File: src/rtl/dp_onedet_pipe.sv
// dp_onedet_pipe: two-stage pipelined per-lane ones/zeros detector.
// Stage 1 reduces each GROUP-bit slice of every lane. Stage 2 combines the
// slices into lane results and produces the masked per-lane, all, any and
// count outputs. Build option: define DP_ONEDET_PIPE_STICKY_EN to add a sticky
// all-detect flag and a saturating all-detect hit counter.
module dp_onedet_pipe #(
    parameter int WIDTH = 16,
    parameter int LANES = 8,
    parameter int GROUP = 4,
    parameter int CNT_W = 8
) (
    input  logic                       clk,
    input  logic                       reset,
    input  logic                       in_valid,
    input  logic [LANES*WIDTH-1:0]     input_data,
    input  logic [1:0]                 mode,
    input  logic [LANES-1:0]           lane_mask,
    output logic                       out_valid,
    output logic [LANES-1:0]           lane_det,
    output logic                       all_det,
    output logic                       any_det,
    output logic [$clog2(LANES+1)-1:0] det_count,
    input  logic                       sticky_clr,
    output logic                       sticky_det,
    output logic [CNT_W-1:0]           hit_count
);

    localparam int NG = WIDTH / GROUP;
    localparam int CW = $clog2(LANES + 1);

    // Mode 00 all-ones and 11 any-zero (= not all-ones) both test for ones, so
    // they reduce groups with AND. Modes 01 all-zeros and 10 any-one
    // (= not all-zeros) test for zeros and reduce groups with NOR.
    logic                   w_use_nor;
    logic [LANES*NG-1:0]    w_part;

    logic                   r_v1;
    logic [LANES*NG-1:0]    r_part;
    logic                   r_invert;
    logic [LANES-1:0]       r_mask;

    logic [LANES-1:0]       w_lane_res;
    logic [LANES-1:0]       w_lane_det;
    logic                   w_all;
    logic                   w_any;
    logic [CW-1:0]          w_count;

    logic                   r_out_valid;
    logic [LANES-1:0]       r_lane_det;
    logic                   r_all_det;
    logic                   r_any_det;
    logic [CW-1:0]          r_det_count;

    assign w_use_nor = mode[1] ^ mode[0];

    // First-level group reduction for every lane.
    always_comb begin
        w_part = '0;
        for (int l = 0; l < LANES; l++) begin
            for (int g = 0; g < NG; g++) begin
                if (w_use_nor) begin
                    w_part[l*NG + g] = ~|input_data[l*WIDTH + g*GROUP +: GROUP];
                end else begin
                    w_part[l*NG + g] = &input_data[l*WIDTH + g*GROUP +: GROUP];
                end
            end
        end
    end

    // Stage 1 register: partials plus the control that travels with them.
    // Only mode[1] is needed downstream; it selects the inverting (any-) modes.
    always_ff @(posedge clk or posedge reset) begin
        if (reset) begin
            r_v1     <= 1'b0;
            r_part   <= '0;
            r_invert <= 1'b0;
            r_mask   <= '0;
        end else begin
            r_v1 <= in_valid;
            if (in_valid) begin
                r_part   <= w_part;
                r_invert <= mode[1];
                r_mask   <= lane_mask;
            end
        end
    end

    // Second-level reduction, masking and lane reductions.
    always_comb begin
        w_lane_res = '0;
        w_count    = '0;
        for (int l = 0; l < LANES; l++) begin
            w_lane_res[l] = (&r_part[l*NG +: NG]) ^ r_invert;
        end
        w_lane_det = w_lane_res & r_mask;
        for (int l = 0; l < LANES; l++) begin
            w_count = w_count + CW'(w_lane_det[l]);
        end
        // An empty mask must not read as "every lane detected".
        w_all = (r_mask != '0) && (w_lane_det == r_mask);
        w_any = |w_lane_det;
    end

    // Stage 2 register: results update only on a valid slot and hold otherwise.
    always_ff @(posedge clk or posedge reset) begin
        if (reset) begin
            r_out_valid <= 1'b0;
            r_lane_det  <= '0;
            r_all_det   <= 1'b0;
            r_any_det   <= 1'b0;
            r_det_count <= '0;
        end else begin
            r_out_valid <= r_v1;
            if (r_v1) begin
                r_lane_det  <= w_lane_det;
                r_all_det   <= w_all;
                r_any_det   <= w_any;
                r_det_count <= w_count;
            end
        end
    end

    assign out_valid = r_out_valid;
    assign lane_det  = r_lane_det;
    assign all_det   = r_all_det;
    assign any_det   = r_any_det;
    assign det_count = r_det_count;

`ifdef DP_ONEDET_PIPE_STICKY_EN
    logic             w_set;
    logic             r_sticky;
    logic [CNT_W-1:0] r_hit;

    assign w_set = r_out_valid & r_all_det;

    // Sticky flag and saturating counter; a set event in the clearing cycle wins.
    always_ff @(posedge clk or posedge reset) begin
        if (reset) begin
            r_sticky <= 1'b0;
            r_hit    <= '0;
        end else if (sticky_clr) begin
            r_sticky <= w_set;
            r_hit    <= w_set ? CNT_W'(1) : '0;
        end else if (w_set) begin
            r_sticky <= 1'b1;
            if (r_hit != '1) begin
                r_hit <= r_hit + CNT_W'(1);
            end
        end
    end

    assign sticky_det = r_sticky;
    assign hit_count  = r_hit;
`else
    logic w_unused_sticky_clr;

    assign w_unused_sticky_clr = sticky_clr;
    assign sticky_det          = 1'b0;
    assign hit_count           = '0;
`endif

endmodule
File: config.mk
export PLATFORM = sky130hd
export DESIGN_NAME = dp_onedet_pipe
export DESIGN_NICKNAME = d
export VERILOG_FILES = /design/src/rtl/dp_onedet_pipe.sv
export SDC_FILE = /design/constraint.sdc
export NUM_CORES = 1
export LEC_CHECK = 0
export ABC_CLOCK_PERIOD_IN_PS = 7650
export CAP_MARGIN = 0
export CORE_MARGIN = 8
export CORE_UTILIZATION = 40
export CTS_CLUSTER_SIZE = 24
export DETAILED_ROUTE_END_ITERATION = 6
export PLACE_DENSITY = 0.86
export SYNTH_ARGS = -nofsm -noshare
export SYNTH_HDL_FRONTEND = slang
export SYNTH_SLANG_ARGS = --single-unit
File: constraint.sdc
create_clock -name clk -period 7.65 [get_ports clk]
set_input_delay 1.53 -clock clk [delete_from_list [all_inputs] [get_ports clk]]
set_output_delay 1.53 -clock clk [all_outputs]
set_load 0.05 [all_outputs]
==> metrics, run 1 <==
sw power=0.290 mW; TritonCTS clock tree=yes; Total Nets Final=669; Die Ht=around 110 um; Worst R2R Path Depth=12; detailed-placement wirelength estimate=around 7.6 mm; reg-to-reg slack, setup=3.80 ns; CP Class=reg -> reg; n_diodes=0; row count=33; WL/cell=14.4 um; Switching Fraction=31.5%; mux contribution to synthesized area=5.78%; H-tree Lvls=3; grt ovf=0; Synth Area in XOR/XNOR=2.93%; setup bufs post-CTS=0; Synth Warn #=0; reg2reg end=det_count[2]; area of the multi-input gates=1670 um2; initial core utilization=roughly two fifths; Initial DRC Count=58; Root Buffer=clkbuf_8; Slew HR=23.8%; worst reg2reg startpoint=r_invert; CP Launch Type=flip-flop; Clock Tree Buf Depth=2; Slew Viols, Final=0; compound-gate portion of the synthesized area=12.6%; first-pass GRT wire length=approximately 15 mm; DRT antenna net count=0; Syn Std Cell Area=3250 um2; simple-gate portion of the synthesized area=24.4%; I/O pin count=around 170; fmax=0.260 GHz; Synth cell types=31; CTS hold repair buffers=0; Flop pwr share=38.9%; share of layout cells above drive strength 1=roughly 6.9%; CTS clk-pin slew, worst paths=0.07 ns; Reg area=roughly 1400 um2; PortBufs=155; most common cell after layout, fill and taps aside=clkdlybuf4s50_1; CP Data Arrival Time=4.08 ns; largest family of logic cells by synthesized area=simple AND/OR/NAND/NOR gates; outcome=completed; total power=0.921 mW; Worst Slack Setup Final=3.80 ns; HP Class=reg -> reg; CTS buffer count=9; Post-Syn Instances=369; worst slew pin tran=1.14 ns; minimum clock period=between 3 and 4 ns; Overall Global Routing Usage=16.2%; 1st-pass router iterations=4; hold_ws=0.513 ns; most frequent cells in the layout=clkdlybuf4s50_1, a21oi_1, nor2_1, dfrtp_1, nand4_1; Core Area=8050 um2; Clock Latency Late Sink=0.33 ns; Tcrit/Tclk final=50.4%; Clock Skews=around 0.011 ns; cts repair resizes=0; MaxCap Viol Count=0; area delta synth->final=55.4%; Worst Hold Depth=1; sequential share of the synthesized area=between 40% and 50%; final hold vios=0; WHS Endpoint=det_count[2]; via density per instance=5.16; unrepaired setup endpoints after global routing=false; WL final=~9.1 mm; Die W=around 110 um; worst slack, placed=approximately 3.8 ns; Syn Area/Cell=8.80 um2; FF+latch count, synth=57; vias in the first global route=3408; initial antenna violation count=0; crit-path max FO=11; Final setup viols=0; Worst setup EP type=flip-flop; RePlAce Congestion=0.831; die area=11300 um2; combinational power share=between 30% and 40%; CTS Sinks=57; Synth Area in Adders=4.01%; peak supply drop=0.0702 mV; power density over the cells=approximately 180 nW/um2; largest net degree at the start of global routing=77; setup tns final=0 ns; Clock Power Share=29.5%; detailed-route DRC error count=0; P_leak=about 2.0 nW; startpoint of the worst hold path=det_count[2]; internal power=0.631 mW; Critical Path RT=roughly 7.9 ns; vias after detailed routing=around 3200; fill count=702
-- cells by family (layout without fill, tap and decap cells) --
family	after synthesis	after routing
flip-flops	57	57
buffers and inverters	43	190
AO/OA/AOI/OAI	77	77
multiplexers	17	17
XOR/XNOR	10	10
adder cells (fa/ha/maj)	8	8
AND/OR/NAND/NOR	156	156
other	1	9
-- registers in the layout, summed over array words and instances, names as in the netlist --
signal and flops:
det_count 4, r_mask 8, any_det 1, r_v1 1, all_det 1, out_valid 1, r_invert 1, r_part 32
lane_det 8
-- final cells by class --
type	instances	share of cell area, %
inverter	17	1.26
timing repair buffer	157	30.9
sequential	57	28.3
tap	105	2.60
clock inverter	5	1.09
clock buffer	11	2.80
multi-input combinational	277	33.0
-- cells in the mapped netlist --
cell | instances | share of area [%]
nand2b_1 | 2 | 0.39
buf_6 | 1 | 0.35
nor4_1 | 33 | 6.4
and2_1 | 1 | 0.19
xor2_2 | 1 | 0.50
mux2_2 | 14 | 4.9
fa_1 | 4 | 2.5
nor2b_1 | 3 | 0.58
buf_4 | 9 | 2.1
o211ai_1 | 1 | 0.23
o32a_1 | 1 | 0.31
ha_1 | 4 | 1.5
conb_1 | 1 | 0.12
nor2_1 | 65 | 7.5
nor3_1 | 1 | 0.15
o22ai_1 | 2 | 0.39
mux2i_1 | 3 | 0.92
xor2_1 | 6 | 1.6
o221ai_1 | 1 | 0.27
a221o_2 | 1 | 0.35
a21oi_1 | 66 | 10
nand2_1 | 8 | 0.92
nand3_1 | 2 | 0.31
o21ai_0 | 3 | 0.46
clkbuf_1 | 16 | 1.8
a22oi_1 | 2 | 0.46
inv_1 | 17 | 2.0
or4_1 | 1 | 0.23
nand4_1 | 40 | 7.7
dfrtp_1 | 57 | 44
xnor2_1 | 3 | 0.81
-- critical path, cell delays in order, from the launching register on --
cell and delay, ns:
dfrtp_1 0.66, xnor2_1 0.17, and2_1 0.19, inv_1 0.09, fa_1 0.49, fa_1 0.51
inv_1 0.06, fa_1 0.50, ha_1 0.17, inv_1 0.06, fa_1 0.43, xnor2_1 0.14
mux2_2 0.26
-- worst max-delay path by stage --
stage | startpoint | end | slack [ns] | cells after the start
floorplan | r_invert | det_count[2] | 4.17 | 13
global placement | r_invert | det_count[2] | 3.91 | 12
detailed placement | r_invert | det_count[2] | 3.77 | 12
CTS | r_invert | det_count[2] | 3.76 | 12
global route | r_part[15] | det_count[2] | 3.62 | 13
finish | r_invert | det_count[2] | 3.80 | 12
-- power groups by stage --
stage                     Clock, mW  Combinational [mW]  Sequential [mW]
final                         0.272               0.291            0.359
after CTS                     0.281               0.294            0.359
after detailed placement          0               0.294            0.365
after global placement            0               0.282            0.363
after floorplan                   0               0.113            0.408
after global routing          0.292               0.316            0.363
-- through the flow --
step | area [um2] | util (%) | std cells
detailed placement | 4850 | 60.2 | 613
finish | 5050 | 62.7 | 629
global placement | 4850 | 60.2 | 613
floorplan | 3280 | - | 377
global route | 5050 | 62.7 | 629
CTS | 5050 | 62.7 | 629
-- routing by layer --
layer	vias to the layer above	track usage (%)	part of all wire (%)	routed length [um]
met5	-	0	0	0
met4	0	4.22	1.1	96
met3	10	5.57	5.9	534
met2	93	30.8	55	4990
met1	1512	16.4	38	3460
li1	1632	-	-	-
No activity file was read; power rests on OpenSTA's default activity.
==> run 2: changes to the inputs <==
Settings changed: ABC_CLOCK_PERIOD_IN_PS 7650 to 4000.
Clock period 7.65 ns to 4 ns, I/O delays scaled along.
==> metrics, run 2 (synthesized netlist as in run 1, its figures left out) <==
outcome=completed; WL final=9.38 mm (+3.2%); Slew HR=44.5% (+21 points); CP Class=reg -> reg; Die W=106 um (unchanged); via density per instance=5.22 (+1.1%); reg-to-reg slack, setup=0.26 ns (-3.54 ns); crit-path max FO=3 (-8); initial core utilization=40.3% (unchanged); most frequent cells in the layout=clkdlybuf4s50_1, a21oi_1, nor2_1, dfrtp_1, nand4_1; minimum clock period=3.74 ns (-0.109 ns); first-pass GRT wire length=15.7 mm (+4.6%); Clock Power Share=26.1% (-3.4 points); CTS Sinks=57 (unchanged); worst slew pin tran=0.832 ns (-0.310 ns); cts repair resizes=0 (unchanged); Worst setup EP type=flip-flop; Worst R2R Path Depth=13 (+1); Largest register FFs=32 (unchanged); TritonCTS clock tree=yes; CTS clk-pin slew, worst paths=0.06 ns (about the same); final hold vios=0 (unchanged); H-tree Lvls=3 (unchanged); Flop pwr share=40.7% (+1.8 points); Worst Slack Setup Final=0.257 ns (-3.54 ns); area delta synth->final=54.8%; Switching Fraction=32.5% (+0.98 points); Slew Viols, Final=0 (unchanged); grt ovf=0 (unchanged); P_leak=1.98 nW (+0.15%); power density over the cells=336 nW/um2 (+84%); Die Ht=106 um (unchanged); startpoint of the worst hold path=lane_det[7]; internal power=1.14 mW (+81%); MaxCap Viol Count=0 (unchanged); Total Nets Final=671 (+0.30%); CTS buffer count=9 (unchanged); combinational power share=33.2% (+1.7 points); Clock Skews=0.00461 ns (-0.00590 ns); Critical Path RT=4.22 ns (-3.65 ns); Core Area=8050 um2 (unchanged); Clock Tree Buf Depth=2 (unchanged); vias after detailed routing=3289 (+1.3%); sw power=0.548 mW (+89%); peak supply drop=0.157 mV (+120%); initial antenna violation count=0 (unchanged); Root Buffer=clkbuf_8; setup tns final=0 ns (unchanged); most flop-heavy register=r_part; row count=33 (unchanged); reg2reg end=det_count[2]; Tcrit/Tclk final=93.6% (+43 points); CP Data Arrival Time=3.96 ns (-0.12 ns); CP Capture Point=det_count[2]; setup bufs post-CTS=0 (unchanged); HP Class=reg -> reg; RePlAce Congestion=0.793 (-4.6%); 1st-pass router iterations=4 (unchanged); Clock Latency Late Sink=0.33 ns (about the same); WL/cell=14.9 um (+3.0%); detailed-route DRC error count=0 (unchanged); die area=11300 um2 (unchanged); largest net degree at the start of global routing=65 (-16%); detailed-placement wirelength estimate=7.82 mm (+3.5%); PortBufs=155 (unchanged); Initial DRC Count=120 (+110%); fmax=0.267 GHz (+2.9%); I/O pin count=166 (unchanged); worst reg2reg startpoint=r_part[15]; most common cell after layout, fill and taps aside=clkdlybuf4s50_1; CP Launch Type=flip-flop; CTS hold repair buffers=0 (unchanged); DRT antenna net count=0 (unchanged); n_diodes=0 (unchanged); Overall Global Routing Usage=17.1% (+0.89 points); worst slack, placed=0.286 ns (-3.49 ns); Final setup viols=0 (unchanged); crit path launch=r_part[15]; vias in the first global route=3545 (+4.0%); unrepaired setup endpoints after global routing=false; share of layout cells above drive strength 1=7.05% (+0.18 points)
==> run 2: critical path, stage by stage (launching register included) <==
cell and delay, ns:
dfrtp_1 0.34, nand4_1 0.25, xor2_2 0.22, nor2_1 0.19, inv_1 0.08, fa_1 0.46
fa_1 0.49, inv_1 0.05, fa_1 0.48, ha_1 0.17, inv_1 0.07, fa_1 0.44
xnor2_1 0.14, mux2_2 0.26
==> run 2: how the worst min path moves through the flow <==
stage,to,slack [ns],cells past startpoint
after detailed placement,lane_det[7],0.50,1
final,lane_det[7],0.50,1
after global placement,lane_det[7],0.49,1
after floorplan,out_valid,0.35,0
after global routing,r_part[23],0.54,2
after CTS,lane_det[7],0.51,1
==> run 2: routing by layer <==
metal / vias up / track usage (%) / part of all wire, %
li1: 1652 / - / -
met1: 1517 / 17.7 / 38
met2: 106 / 31.2 / 54
met3: 14 / 7.08 / 6.3
met4: 0 / 4.52 / 1.4
met5: - / 0 / 0
==> run 2: layout make-up <==
class | count | area (um2)
repair buffers | 159 | 1580
flip-flops and latches | 57 | 1430
well taps | 105 | 131
multi-input cells | 277 | 1670
clock buffers | 11 | 141
fillers | 667 | 3030
clock inverters | 4 | 20.0
inverters | 17 | 63.8
==> run 2: through the flow <==
step	instance area [um2]	utilization [%]	power, mW	cells	hold slack [ns]
3_5_place_dp	4860	60.4	1.26	615	0.496
3_3_place_gp	4860	60.4	1.23	615	0.493
4_1_cts	5030	62.4	1.71	630	0.509
5_1_grt	5030	62.4	1.79	630	0.542
2_1_floorplan	3280	-	0.997	377	0.352
6_report	5030	62.4	1.69	630	0.504
==> run 2: power by group through the flow <==
| stage | clock (mW) | sequential [mW] | combinational [mW] |
|---|---|---|---|
| 2_1_floorplan | 0 | 0.781 | 0.217 |
| 3_3_place_gp | 0 | 0.691 | 0.543 |
| 3_5_place_dp | 0 | 0.696 | 0.564 |
| 4_1_cts | 0.454 | 0.686 | 0.566 |
| 5_1_grt | 0.487 | 0.694 | 0.611 |
| 6_report | 0.440 | 0.686 | 0.561 |
==> run 3: changes to the inputs <==
Settings changed: PLACE_DENSITY 0.86 to 0.89.
==> metrics, run 3 (synthesized netlist as in run 1, its figures left out) <==
Total Nets Final=670 (-0.15%); RePlAce Congestion=0.818 (+3.2%); Slew Viols, Final=0 (unchanged); reg-to-reg slack, setup=0.30 ns (+0.04 ns); minimum clock period=3.70 ns (-0.0434 ns); setup bufs post-CTS=0 (unchanged); DRT antenna net count=0 (unchanged); Die W=106 um (unchanged); die area=11300 um2 (unchanged); P_leak=1.97 nW (-0.49%); Worst R2R Path Depth=13 (unchanged); Clock Tree Buf Depth=2 (unchanged); Tcrit/Tclk final=92.5% (-1.1 points); PortBufs=155 (unchanged); startpoint of the worst hold path=lane_det[7]; Critical Path RT=4.22 ns (about the same); TritonCTS clock tree=yes; CP Class=reg -> reg; initial antenna violation count=0 (unchanged); worst slew pin tran=1.14 ns (+0.312 ns); stages on the worst setup path=13 (unchanged); row count=33 (unchanged); CP Data Arrival Time=3.92 ns (-0.04 ns); H-tree Lvls=3 (unchanged); sw power=0.553 mW (+0.92%); vias after detailed routing=3340 (+1.6%); HP Class=reg -> reg; Worst path most repeated cell=fa_1; fmax=0.270 GHz (+1.2%); crit path launch=r_part[13]; Worst Slack Setup Final=0.300 ns (+0.0434 ns); Core Area=8050 um2 (unchanged); CP Launch Type=flip-flop; Root Buffer=clkbuf_8; worst reg2reg startpoint=r_part[13]; Final setup viols=0 (unchanged); n_diodes=0 (unchanged); most common cell after layout, fill and taps aside=clkdlybuf4s50_1; number of buffers and inverters on the critical path=3 (unchanged); initial core utilization=40.3% (unchanged); WL/cell=15.0 um (+1.1%); grt ovf=0 (unchanged); MaxCap Viol Count=0 (unchanged); Clock Latency Late Sink=0.34 ns (about the same); share of layout cells above drive strength 1=6.67% (-0.38 points); Worst setup EP type=flip-flop; internal power=1.13 mW (-1.2%); Overall Global Routing Usage=16.7% (-0.38 points); most flop-heavy register=r_part; delay-heaviest family, CP=adder cells; detailed-route DRC error count=0 (unchanged); detailed-placement wirelength estimate=7.77 mm (-0.57%); Worst Hold Depth=1 (unchanged); CP Cell Sequence=nand4_1 -> xor2_2 -> nor2_1 -> inv_1 -> fa_1 -> fa_1 -> inv_1 -> fa_1 -> ha_1 -> inv_1 -> fa_1 -> xnor2_1 -> mux2_2; Initial DRC Count=100 (-17%); Clock Skews=0.00578 ns (+0.00117 ns); setup tns final=0 ns (unchanged); CTS hold repair buffers=0 (unchanged); cts repair resizes=0 (unchanged); most frequent cells in the layout=clkdlybuf4s50_1, a21oi_1, nor2_1, dfrtp_1, nand4_1; worst slack, placed=0.273 ns (-0.0130 ns); CTS clk-pin slew, worst paths=0.06 ns (about the same); crit-path max FO=3 (unchanged); peak supply drop=0.148 mV (-5.9%); CTS buffer count=9 (unchanged); 1st-pass router iterations=4 (unchanged); Slew HR=23.6% (-21 points); vias in the first global route=3371 (-4.9%); outcome=completed; CTS Sinks=57 (unchanged); Die Ht=106 um (unchanged); I/O pin count=166 (unchanged); WL final=9.48 mm (+1.1%); final hold vios=0 (unchanged); area delta synth->final=54.4%; Clock Power Share=25.9% (-0.2 points); Finished Core Util=62.3% (-0.17 points); first-pass GRT wire length=15.2 mm (-2.9%); largest net degree at the start of global routing=65 (unchanged); Largest register FFs=32 (unchanged); combinational power share=33.4% (+0.2 points); Critical Path Max Stage Delay=0.49 ns (about the same); power density over the cells=335 nW/um2 (-0.22%); Switching Fraction=33.0% (+0.46 points); via density per instance=5.30 (+1.6%); unrepaired setup endpoints after global routing=false; Worst path slowest cell=fa_1; Flop pwr share=40.8% (about the same)
-- run 3: area by class of cell --
| class | count | area [um2] |
|---|---|---|
| clock buffer | 12 | 135 |
| clock inverter | 4 | 20.0 |
| fill | 701 | 3040 |
| inverter | 17 | 63.8 |
| multi-input combinational | 277 | 1670 |
| sequential | 57 | 1430 |
| tap | 105 | 131 |
| timing repair buffer | 158 | 1570 |
-- run 3: routing by layer --
metal  GRT usage (%)  routed length, um  vias to the layer above
li1                -                  -                     1648
met1            17.5               3560                     1565
met2            30.0               5110                      114
met3            6.84                627                       13
met4            5.03                174                        0
met5               0                  0                        -
-- run 3: power by group through the flow --
| stage | registers (mW) | logic, mW | clock network [mW] |
|---|---|---|---|
| 6_report | 0.684 | 0.560 | 0.434 |
| 5_1_grt | 0.693 | 0.605 | 0.476 |
| 4_1_cts | 0.685 | 0.564 | 0.447 |
| 3_5_place_dp | 0.696 | 0.561 | 0 |
| 3_3_place_gp | 0.691 | 0.542 | 0 |
| 2_1_floorplan | 0.781 | 0.217 | 0 |
-- run 3: final timing paths --
path | to
max reg2reg | det_count[2]
max in group asynchronous | lane_det[5]
min reg2reg | lane_det[7]
min in group asynchronous | r_part[24]
max | det_count[2]
min | lane_det[7]
-- run 3: metrics by stage --
step / std cells / total power [mW] / hold slack [ns] / instance area, um2
2_1_floorplan: 377 / 0.997 / 0.352 / 3280
3_3_place_gp: 614 / 1.23 / 0.491 / 4860
3_5_place_dp: 614 / 1.26 / 0.496 / 4860
4_1_cts: 630 / 1.70 / 0.510 / 5010
5_1_grt: 630 / 1.77 / 0.535 / 5010
6_report: 630 / 1.68 / 0.508 / 5010
